### src/rtl/bridge_pkg.sv
// Shared types and helpers for the core-to-memory/I/O bridge.
package bridge_pkg;

    typedef enum logic [2:0] {
        IDLE     = 3'd0,
        RAM_ACC  = 3'd1,
        RAM_WAIT = 3'd2,
        IO_WAIT  = 3'd3,
        DONE     = 3'd4,
        ERR      = 3'd5
    } state_e;

    typedef enum logic [1:0] {
        TGT_RAM  = 2'd0,
        TGT_IO   = 2'd1,
        TGT_NONE = 2'd2
    } target_e;

    // Ceiling log2, never less than 1 so it can size a vector directly.
    function automatic int clog2(input int value);
        int res;
        int v;
        res = 0;
        v   = value - 1;
        while (v > 0) begin
            res = res + 1;
            v   = v >> 1;
        end
        return (res < 1) ? 1 : res;
    endfunction

endpackage

### src/rtl/bridge_addr_decode.sv
// Combinational address decoder: RAM vs. I/O channel vs. unmapped,
// plus channel index and register offset inside the channel.
module bridge_addr_decode
    import bridge_pkg::*;
#(
    parameter int                ADDR_W     = 16,
    parameter int                NUM_IO     = 4,
    parameter logic [ADDR_W-1:0] IO_BASE    = 16'hFF00,
    parameter int                IO_CH_BITS = 4,
    parameter int                CH_W       = 2
)(
    input  logic [ADDR_W-1:0]     adr,
    output target_e               tgt,
    output logic [CH_W-1:0]       ch,
    output logic [IO_CH_BITS-1:0] ofs
);

    logic [ADDR_W-1:0] rel_s;
    logic [ADDR_W-1:0] chan_s;

    // Classify the address and split I/O space into channel and offset
    always_comb begin
        rel_s  = adr - IO_BASE;
        chan_s = rel_s >> IO_CH_BITS;
        ch     = chan_s[CH_W-1:0];
        ofs    = rel_s[IO_CH_BITS-1:0];
        if (adr < IO_BASE) begin
            tgt = TGT_RAM;
        end else if (chan_s < ADDR_W'(NUM_IO)) begin
            tgt = TGT_IO;
        end else begin
            tgt = TGT_NONE;
        end
    end

endmodule

### src/rtl/mem_io_bridge.sv
// Bridge between the core control FSM and unified RAM / NUM_IO I/O channels.
// RAM accesses use a fixed read latency; I/O accesses use req/ack with timeout.
// All outputs are registered and decoded from the state being entered.
module mem_io_bridge
    import bridge_pkg::*;
#(
    parameter int                DATA_W     = 16,
    parameter int                ADDR_W     = 16,
    parameter int                NUM_IO     = 4,
    parameter logic [ADDR_W-1:0] IO_BASE    = 16'hFF00,
    parameter int                IO_CH_BITS = 4,
    parameter int                RAM_LAT    = 1,
    parameter int                TIMEOUT    = 255
)(
    input  logic                     clk,
    input  logic                     rst,
    input  logic                     cpu_req,
    input  logic                     cpu_we,
    input  logic [ADDR_W-1:0]        cpu_adr,
    input  logic [DATA_W-1:0]        cpu_wdata,
    output logic [DATA_W-1:0]        cpu_rdata,
    output logic                     cpu_ack,
    output logic                     cpu_err,
    output logic                     busy,
    output logic [ADDR_W-1:0]        ram_adr,
    output logic [DATA_W-1:0]        ram_wdata,
    output logic                     ram_we,
    output logic                     ram_re,
    input  logic [DATA_W-1:0]        ram_rdata,
    output logic [NUM_IO-1:0]        io_sel,
    output logic                     io_we,
    output logic [IO_CH_BITS-1:0]    io_adr,
    output logic [DATA_W-1:0]        io_wdata,
    input  logic [NUM_IO*DATA_W-1:0] io_rdata,
    input  logic [NUM_IO-1:0]        io_ack
);

    localparam int CH_W  = clog2(NUM_IO);
    localparam int TO_W  = clog2(TIMEOUT + 1);
    localparam int LAT_W = clog2(RAM_LAT + 1);
    // One counter serves both the RAM latency and the I/O timeout.
    localparam int CNT_W = (TO_W > LAT_W) ? TO_W : LAT_W;
    localparam logic [CNT_W-1:0] TO_MAX   = CNT_W'(TIMEOUT);
    localparam logic [CNT_W-1:0] LAT_LAST = CNT_W'(RAM_LAT - 1);

    state_e                state_r, state_nxt_s;
    target_e               dec_tgt_s, tgt_r, acc_tgt_s;
    logic [CH_W-1:0]       dec_ch_s, ch_r, acc_ch_s;
    logic [IO_CH_BITS-1:0] dec_ofs_s, ofs_r, acc_ofs_s;
    logic                  we_r, acc_we_s;
    logic [ADDR_W-1:0]     adr_r, acc_adr_s;
    logic [DATA_W-1:0]     wdata_r, acc_wdata_s;
    logic [CNT_W-1:0]      cnt_r, cnt_nxt_s, cnt_inc_s;
    logic [DATA_W-1:0]     cap_r, cap_nxt_s;
    logic                  sel_ack_s, io_hit_s;
    logic [DATA_W-1:0]     sel_rdata_s;
    logic [NUM_IO-1:0]     sel_oh_s;
    logic                  ram_acc_s, ram_hold_s, io_act_s;

    bridge_addr_decode #(
        .ADDR_W     (ADDR_W),
        .NUM_IO     (NUM_IO),
        .IO_BASE    (IO_BASE),
        .IO_CH_BITS (IO_CH_BITS),
        .CH_W       (CH_W)
    ) u_decode (
        .adr (cpu_adr),
        .tgt (dec_tgt_s),
        .ch  (dec_ch_s),
        .ofs (dec_ofs_s)
    );

    // Access attributes: live request while accepting, latched copy afterwards
    always_comb begin
        if (state_r == IDLE) begin
            acc_tgt_s   = dec_tgt_s;
            acc_ch_s    = dec_ch_s;
            acc_ofs_s   = dec_ofs_s;
            acc_we_s    = cpu_we;
            acc_adr_s   = cpu_adr;
            acc_wdata_s = cpu_wdata;
        end else begin
            acc_tgt_s   = tgt_r;
            acc_ch_s    = ch_r;
            acc_ofs_s   = ofs_r;
            acc_we_s    = we_r;
            acc_adr_s   = adr_r;
            acc_wdata_s = wdata_r;
        end
    end

    // Channel select one-hot plus ack/read-data of the latched channel only
    always_comb begin
        sel_ack_s   = 1'b0;
        sel_rdata_s = '0;
        sel_oh_s    = '0;
        for (int k = 0; k < NUM_IO; k++) begin
            sel_oh_s[k] = (acc_ch_s == CH_W'(k));
            sel_ack_s   = sel_ack_s | (io_ack[k] & (ch_r == CH_W'(k)));
            sel_rdata_s = sel_rdata_s |
                          (io_rdata[k*DATA_W +: DATA_W] & {DATA_W{ch_r == CH_W'(k)}});
        end
        // Truncated channel bits of an unmapped address must never match.
        io_hit_s  = sel_ack_s & (tgt_r == TGT_IO);
        cnt_inc_s = (cnt_r == TO_MAX) ? cnt_r : cnt_r + CNT_W'(1);
    end

    // Next-state, counter and data-capture logic
    always_comb begin
        state_nxt_s = state_r;
        cnt_nxt_s   = cnt_r;
        cap_nxt_s   = cap_r;
        case (state_r)
            IDLE: begin
                if (cpu_req) begin
                    cnt_nxt_s = '0;
                    cap_nxt_s = '0;
                    // Unmapped accesses pass one cycle through IO_WAIT with no
                    // channel selected, so their error lands like a RAM write ack.
                    if (dec_tgt_s == TGT_RAM) begin
                        state_nxt_s = RAM_ACC;
                    end else begin
                        state_nxt_s = IO_WAIT;
                    end
                end else begin
                    state_nxt_s = IDLE;
                end
            end
            RAM_ACC: begin
                cnt_nxt_s = '0;
                if (we_r) begin
                    state_nxt_s = DONE;
                end else begin
                    state_nxt_s = RAM_WAIT;
                end
            end
            RAM_WAIT: begin
                if (cnt_r == LAT_LAST) begin
                    cap_nxt_s   = ram_rdata;
                    state_nxt_s = DONE;
                end else begin
                    cnt_nxt_s   = cnt_inc_s;
                end
            end
            IO_WAIT: begin
                cnt_nxt_s = cnt_inc_s;
                if (tgt_r != TGT_IO) begin
                    state_nxt_s = ERR;
                end else if (io_hit_s) begin
                    cap_nxt_s   = we_r ? '0 : sel_rdata_s;
                    state_nxt_s = DONE;
                end else if (cnt_inc_s == TO_MAX) begin
                    state_nxt_s = ERR;
                end else begin
                    state_nxt_s = IO_WAIT;
                end
            end
            DONE:    state_nxt_s = IDLE;
            ERR:     state_nxt_s = IDLE;
            default: state_nxt_s = IDLE;
        endcase
        ram_acc_s  = (state_nxt_s == RAM_ACC);
        ram_hold_s = ram_acc_s | (state_nxt_s == RAM_WAIT);
        io_act_s   = (state_nxt_s == IO_WAIT) & (acc_tgt_s == TGT_IO);
    end

    // State, counter and capture registers
    always_ff @(posedge clk or negedge rst) begin
        if (!rst) begin
            state_r <= IDLE;
            cnt_r   <= '0;
            cap_r   <= '0;
        end else begin
            state_r <= state_nxt_s;
            cnt_r   <= cnt_nxt_s;
            cap_r   <= cap_nxt_s;
        end
    end

    // Latch request attributes and decode results on acceptance
    always_ff @(posedge clk or negedge rst) begin
        if (!rst) begin
            tgt_r   <= TGT_RAM;
            ch_r    <= '0;
            ofs_r   <= '0;
            we_r    <= 1'b0;
            adr_r   <= '0;
            wdata_r <= '0;
        end else if ((state_r == IDLE) && cpu_req) begin
            tgt_r   <= dec_tgt_s;
            ch_r    <= dec_ch_s;
            ofs_r   <= dec_ofs_s;
            we_r    <= cpu_we;
            adr_r   <= cpu_adr;
            wdata_r <= cpu_wdata;
        end
    end

    // Registered outputs, decoded from the state being entered
    always_ff @(posedge clk or negedge rst) begin
        if (!rst) begin
            busy      <= 1'b0;
            cpu_ack   <= 1'b0;
            cpu_err   <= 1'b0;
            cpu_rdata <= '0;
            ram_we    <= 1'b0;
            ram_re    <= 1'b0;
            ram_adr   <= '0;
            ram_wdata <= '0;
            io_sel    <= '0;
            io_we     <= 1'b0;
            io_adr    <= '0;
            io_wdata  <= '0;
        end else begin
            busy    <= (state_nxt_s != IDLE);
            cpu_ack <= (state_nxt_s == DONE);
            cpu_err <= (state_nxt_s == ERR);
            case (state_nxt_s)
                DONE:    cpu_rdata <= cap_nxt_s;
                ERR:     cpu_rdata <= {DATA_W{1'b1}};
                default: cpu_rdata <= '0;
            endcase
            ram_we    <= ram_acc_s & acc_we_s;
            ram_re    <= ram_acc_s & ~acc_we_s;
            ram_adr   <= ram_hold_s ? acc_adr_s : '0;
            ram_wdata <= (ram_acc_s & acc_we_s) ? acc_wdata_s : '0;
            io_sel    <= io_act_s ? sel_oh_s : '0;
            io_we     <= io_act_s & acc_we_s;
            io_adr    <= io_act_s ? acc_ofs_s : '0;
            io_wdata  <= (io_act_s & acc_we_s) ? acc_wdata_s : '0;
        end
    end

endmodule

### config.mk
export PLATFORM = sky130hd
export DESIGN_NAME = mem_io_bridge
export DESIGN_NICKNAME = d
export VERILOG_FILES = /design/src/rtl/bridge_pkg.sv /design/src/rtl/bridge_addr_decode.sv /design/src/rtl/mem_io_bridge.sv
export SDC_FILE = /design/constraint.sdc
export NUM_CORES = 1
export LEC_CHECK = 0
export ABC_CLOCK_PERIOD_IN_PS = 2900
export CAP_MARGIN = 15
export CELL_PAD_IN_SITES_DETAIL_PLACEMENT = 0
export CELL_PAD_IN_SITES_GLOBAL_PLACEMENT = 1
export CORE_ASPECT_RATIO = 1.75
export CORE_MARGIN = 8
export CORE_UTILIZATION = 37
export DETAILED_ROUTE_END_ITERATION = 8
export PLACE_DENSITY_LB_ADDON = 0.1
export SLEW_MARGIN = 20
export SYNTH_ARGS = -nofsm -noshare
export SYNTH_HDL_FRONTEND = slang
export SYNTH_HIERARCHICAL = 1
export SYNTH_SLANG_ARGS = --single-unit
### constraint.sdc
create_clock -name clk -period 2.9 [get_ports clk]
set_input_delay 0.58 -clock clk [delete_from_list [all_inputs] [get_ports clk]]
set_output_delay 0.58 -clock clk [all_outputs]
set_load 0.01 [all_outputs]
==> results.md <==
* Placed Cells at 954
* Setup bufs post-CTS at 0
* Most frequent cells in the layout: clkdlybuf4s50_1, dfrtp_1, nand2_1, nor2_1, mux2_2
* Port buffer count at 197
* Outcome: finished, final reports clean
* Final #Nets at 864
* Final TNS setup at 0 ns
* Worst setup path category: register to register
* Power density over the cells at 915.2 nW/um^2
* Die Area at 22,250 sq um
* Finished Core Util at 54.04%
* Worst min path class: primary input to async pin
* Vias per Instance at 5.195
* Worst Skew at 0.01465 ns
* Synth Area in Compound Gates at 10.56%
* H-tree depth at 4
* Worst-Margin Slew at 0.6579 ns
* Clk root buf: clkbuf_16
* Crit path capture: cpu_rdata[15]$_DFF_PN0_
* Initial antenna violation count at 0
* Synth Area in Simple Gates at 12.69%
* Max-cap violation count at 0
* Max VDD drop at 0.5298 mV
* Final min period at 2.625 ns
* Asr flop ratio synth at 100.0%
* R2r setup slk at 0.27 ns
* CP max-delay cell: a311o_2
* Row count at 64
* Post-DRT Antenna Nets at 0
* Wire length of the first global-routing pass at 30,680 um
* Clock sinks at 146
* DRC Markers at 0
* Post-Syn Nets at 664
* Setup ws final at 0.2749 ns
* Initial DRT Pass Iterations at 4
* EDFF count, synth at 0
* CTS Hold Buffers Added at 0
* Crit-path cells: inv_1 > ha_1 > nor3b_1 > nand2_1 > a311o_2 > a221o_1 > a31o_2
* Final hold vios at 0
* Avg Cell Area, Syn at 12.00 sq um
* Cells after Synth at 542
* GRT Residual Overflow at 0
* Worst Path Buf+Inv at 1
* Setup crit start: cnt_r[0]$_DFFE_PN0P_
* Required time of the critical path at 3.20 ns
* Skew-Pair Late Insertion Delay at 0.42 ns
* Top FF cell, synth: dfrtp_1
* Post-Synth XOR/XNOR Area at 0%
* Detailed-route via count at 5,122
* Slew Viols, Final at 0
* Startpoint types: register
* Die width at 116.2 um
* CTS tree: yes
* Starting Density at 37.44%
* Number of synthesized register bits at 146
* Critical Path AT at 2.93 ns
* Number of global-route vias before repair at 5,580
* CP top delay family: compound AO/OA/AOI/OAI gates
* CTS buffer count at 17
* Final WL at 19,560 um
* CTS Buffer Depth at 2
* RSZ-0062 raised after global routing: false
* N_diodes at 0
* Filler Cell Count at 1,564
* Final period utilization at 90.52%
* Sequential area share after synthesis at 56.15%
* Cell count of the worst reg-to-reg path at 7
* CP max FO at 16
* Worst path max stage delay at 0.59 ns
* Post-Synth Adder-Cell Area at 0.5385%
* Crit end category: register
* Reg-to-Reg Start: cnt_r[0]$_DFFE_PN0P_
* Share of layout cells above drive strength 1 at 18.81%
* Most common cell after layout, fill and taps aside: clkdlybuf4s50_1
* Final HPWL DP at 14,490 um
* Reg clk slew, reported paths at 0.07 ns
* Count of final setup violators at 0
* Die Ht at 191.4 um
* Crit path depth at 7
* Post-synthesis mux area share at 16.08%
* Global Route Usage Sum at 18.09%
* DR iter-0 viols at 233
* P_leak at 0.004034 uW
* Main combinational cell family by area after synthesis: multiplexers
* Max-slew headroom at 56.14%
* Critical R2R Capture: cpu_rdata[15]$_DFF_PN0_
* Pre-CTS setup slack at -0.09494 ns
* Fin cells at 986
* Unique cell type count in the Yosys netlist at 54
* Yosys Warn Count at 6
* Post-Syn Area at 6506 sq um
* Max Fclk at 0.3809 GHz
* Final RePlAce weighted congestion at 0.8356
* Core ar. at 17,380 sq um
* Layout Area Growth over Synthesis at 44.33%
* I/O Pins at 198
* Largest net degree at the start of global routing at 57
* Mean routed wirelength per cell at 19.83 um
==> power by group <==
group          internal (uW)  total, uW  leakage [uW]  switching, uW
combinational           1780       3500       0.00183           1720
clock                   1150       2140      0.000285            991
sequential              2620       2950       0.00192            336
total                   5550       8590       0.00403           3040
==> cell families (layout without fill, tap and decap cells) <==
logic type               count (synthesis)  count (layout)
flip-flops                             146             146
multiplexers                            78              78
AND/OR/NAND/NOR                        169             169
buffers and inverters                   52             265
adder cells (fa/ha/maj)                  3               3
AO/OA/AOI/OAI                           94              94
==> sequential cells by signal (all words and copies together), names as in the netlist <==
name / count
state_r: 3
cnt_r: 8
io_adr: 4
ch_r: 2
io_sel: 4
busy: 1
cpu_rdata: 16
cap_r: 16
cpu_ack: 1
ram_wdata: 16
io_wdata: 16
ofs_r: 4
tgt_r: 2
ram_we: 1
cpu_err: 1
wdata_r: 16
ram_re: 1
adr_r: 16
ram_adr: 16
io_we: 1
we_r: 1
==> worst reg2reg max path, stage by stage (launching register included) <==
cell and delay, ns:
dfrtp_1 0.46, inv_1 0.12, ha_1 0.14, nor3b_1 0.41
nand2_1 0.12, a311o_2 0.59, a221o_1 0.44, a31o_2 0.25
==> cell usage after synthesis (all sizes together) (7+ instances only) <==
cell type	number	area share [%]
dfrtp	146	56
inv	8	0.46
nand3	11	0.85
mux2i	19	2.9
a31o	16	2.2
mux4	17	5.9
o21ai	8	0.62
buf	24	2.3
nor2	46	2.7
clkbuf	20	1.2
nand2	54	3.1
mux2	42	7.3
nor3	7	0.54
nor2b	20	1.9
a21oi	32	2.5
a221o	16	2.5
==> per-layer routing <==
layer | global-route usage (%) | vias up | part of all wire, %
met5 | 0 | - | 0
met1 | 19.55 | 2574 | 37
met2 | 32.28 | 188 | 54
met4 | 6.724 | 0 | 1.9
met3 | 5.252 | 22 | 7.4
li1 | - | 2338 | -
==> how the worst min path moves through the flow <==
| stage | from | endpoint | cells past startpoint |
|---|---|---|---|
| floorplan | rst | adr_r[0]$_DFFE_PN0P_ | 0 |
| global placement | wdata_r[8]$_DFFE_PN0P_ | wdata_r[8]$_DFFE_PN0P_ | 1 |
| detailed placement | wdata_r[11]$_DFFE_PN0P_ | wdata_r[11]$_DFFE_PN0P_ | 1 |
| CTS | rst | wdata_r[1]$_DFFE_PN0P_ | 1 |
| global route | rst | cap_r[4]$_DFF_PN0_ | 1 |
| finish | rst | cap_r[4]$_DFF_PN0_ | 1 |
==> layout make-up <==
class                      instances  area, sq um  area share [%]
clock buffer                      17        425.4           4.530
clock inverter                    15        153.9           1.639
inverter                           8        30.03          0.3198
multi-input combinational        344         2605           27.74
sequential                       146         3654           38.91
tap                              231        289.0           3.078
timing repair buffer             225         2233           23.78
==> through the flow <==
stage,hold WS [ns],instance area (sq um),total power [uW]
CTS,0.1331,9385,8704
global route,0.1475,9390,9120
detailed placement,0.4952,8806,6514
floorplan,0.2844,6506,5109
finish,0.1189,9390,8594
global placement,0.4883,8806,6443
==> repair_timing <==
action                     4_1_cts  5_1_grt
gates resized for setup          0        2
hold endpoints to repair         0        0
setup endpoints to repair        0       20
Power figures use the tool's default switching activity.
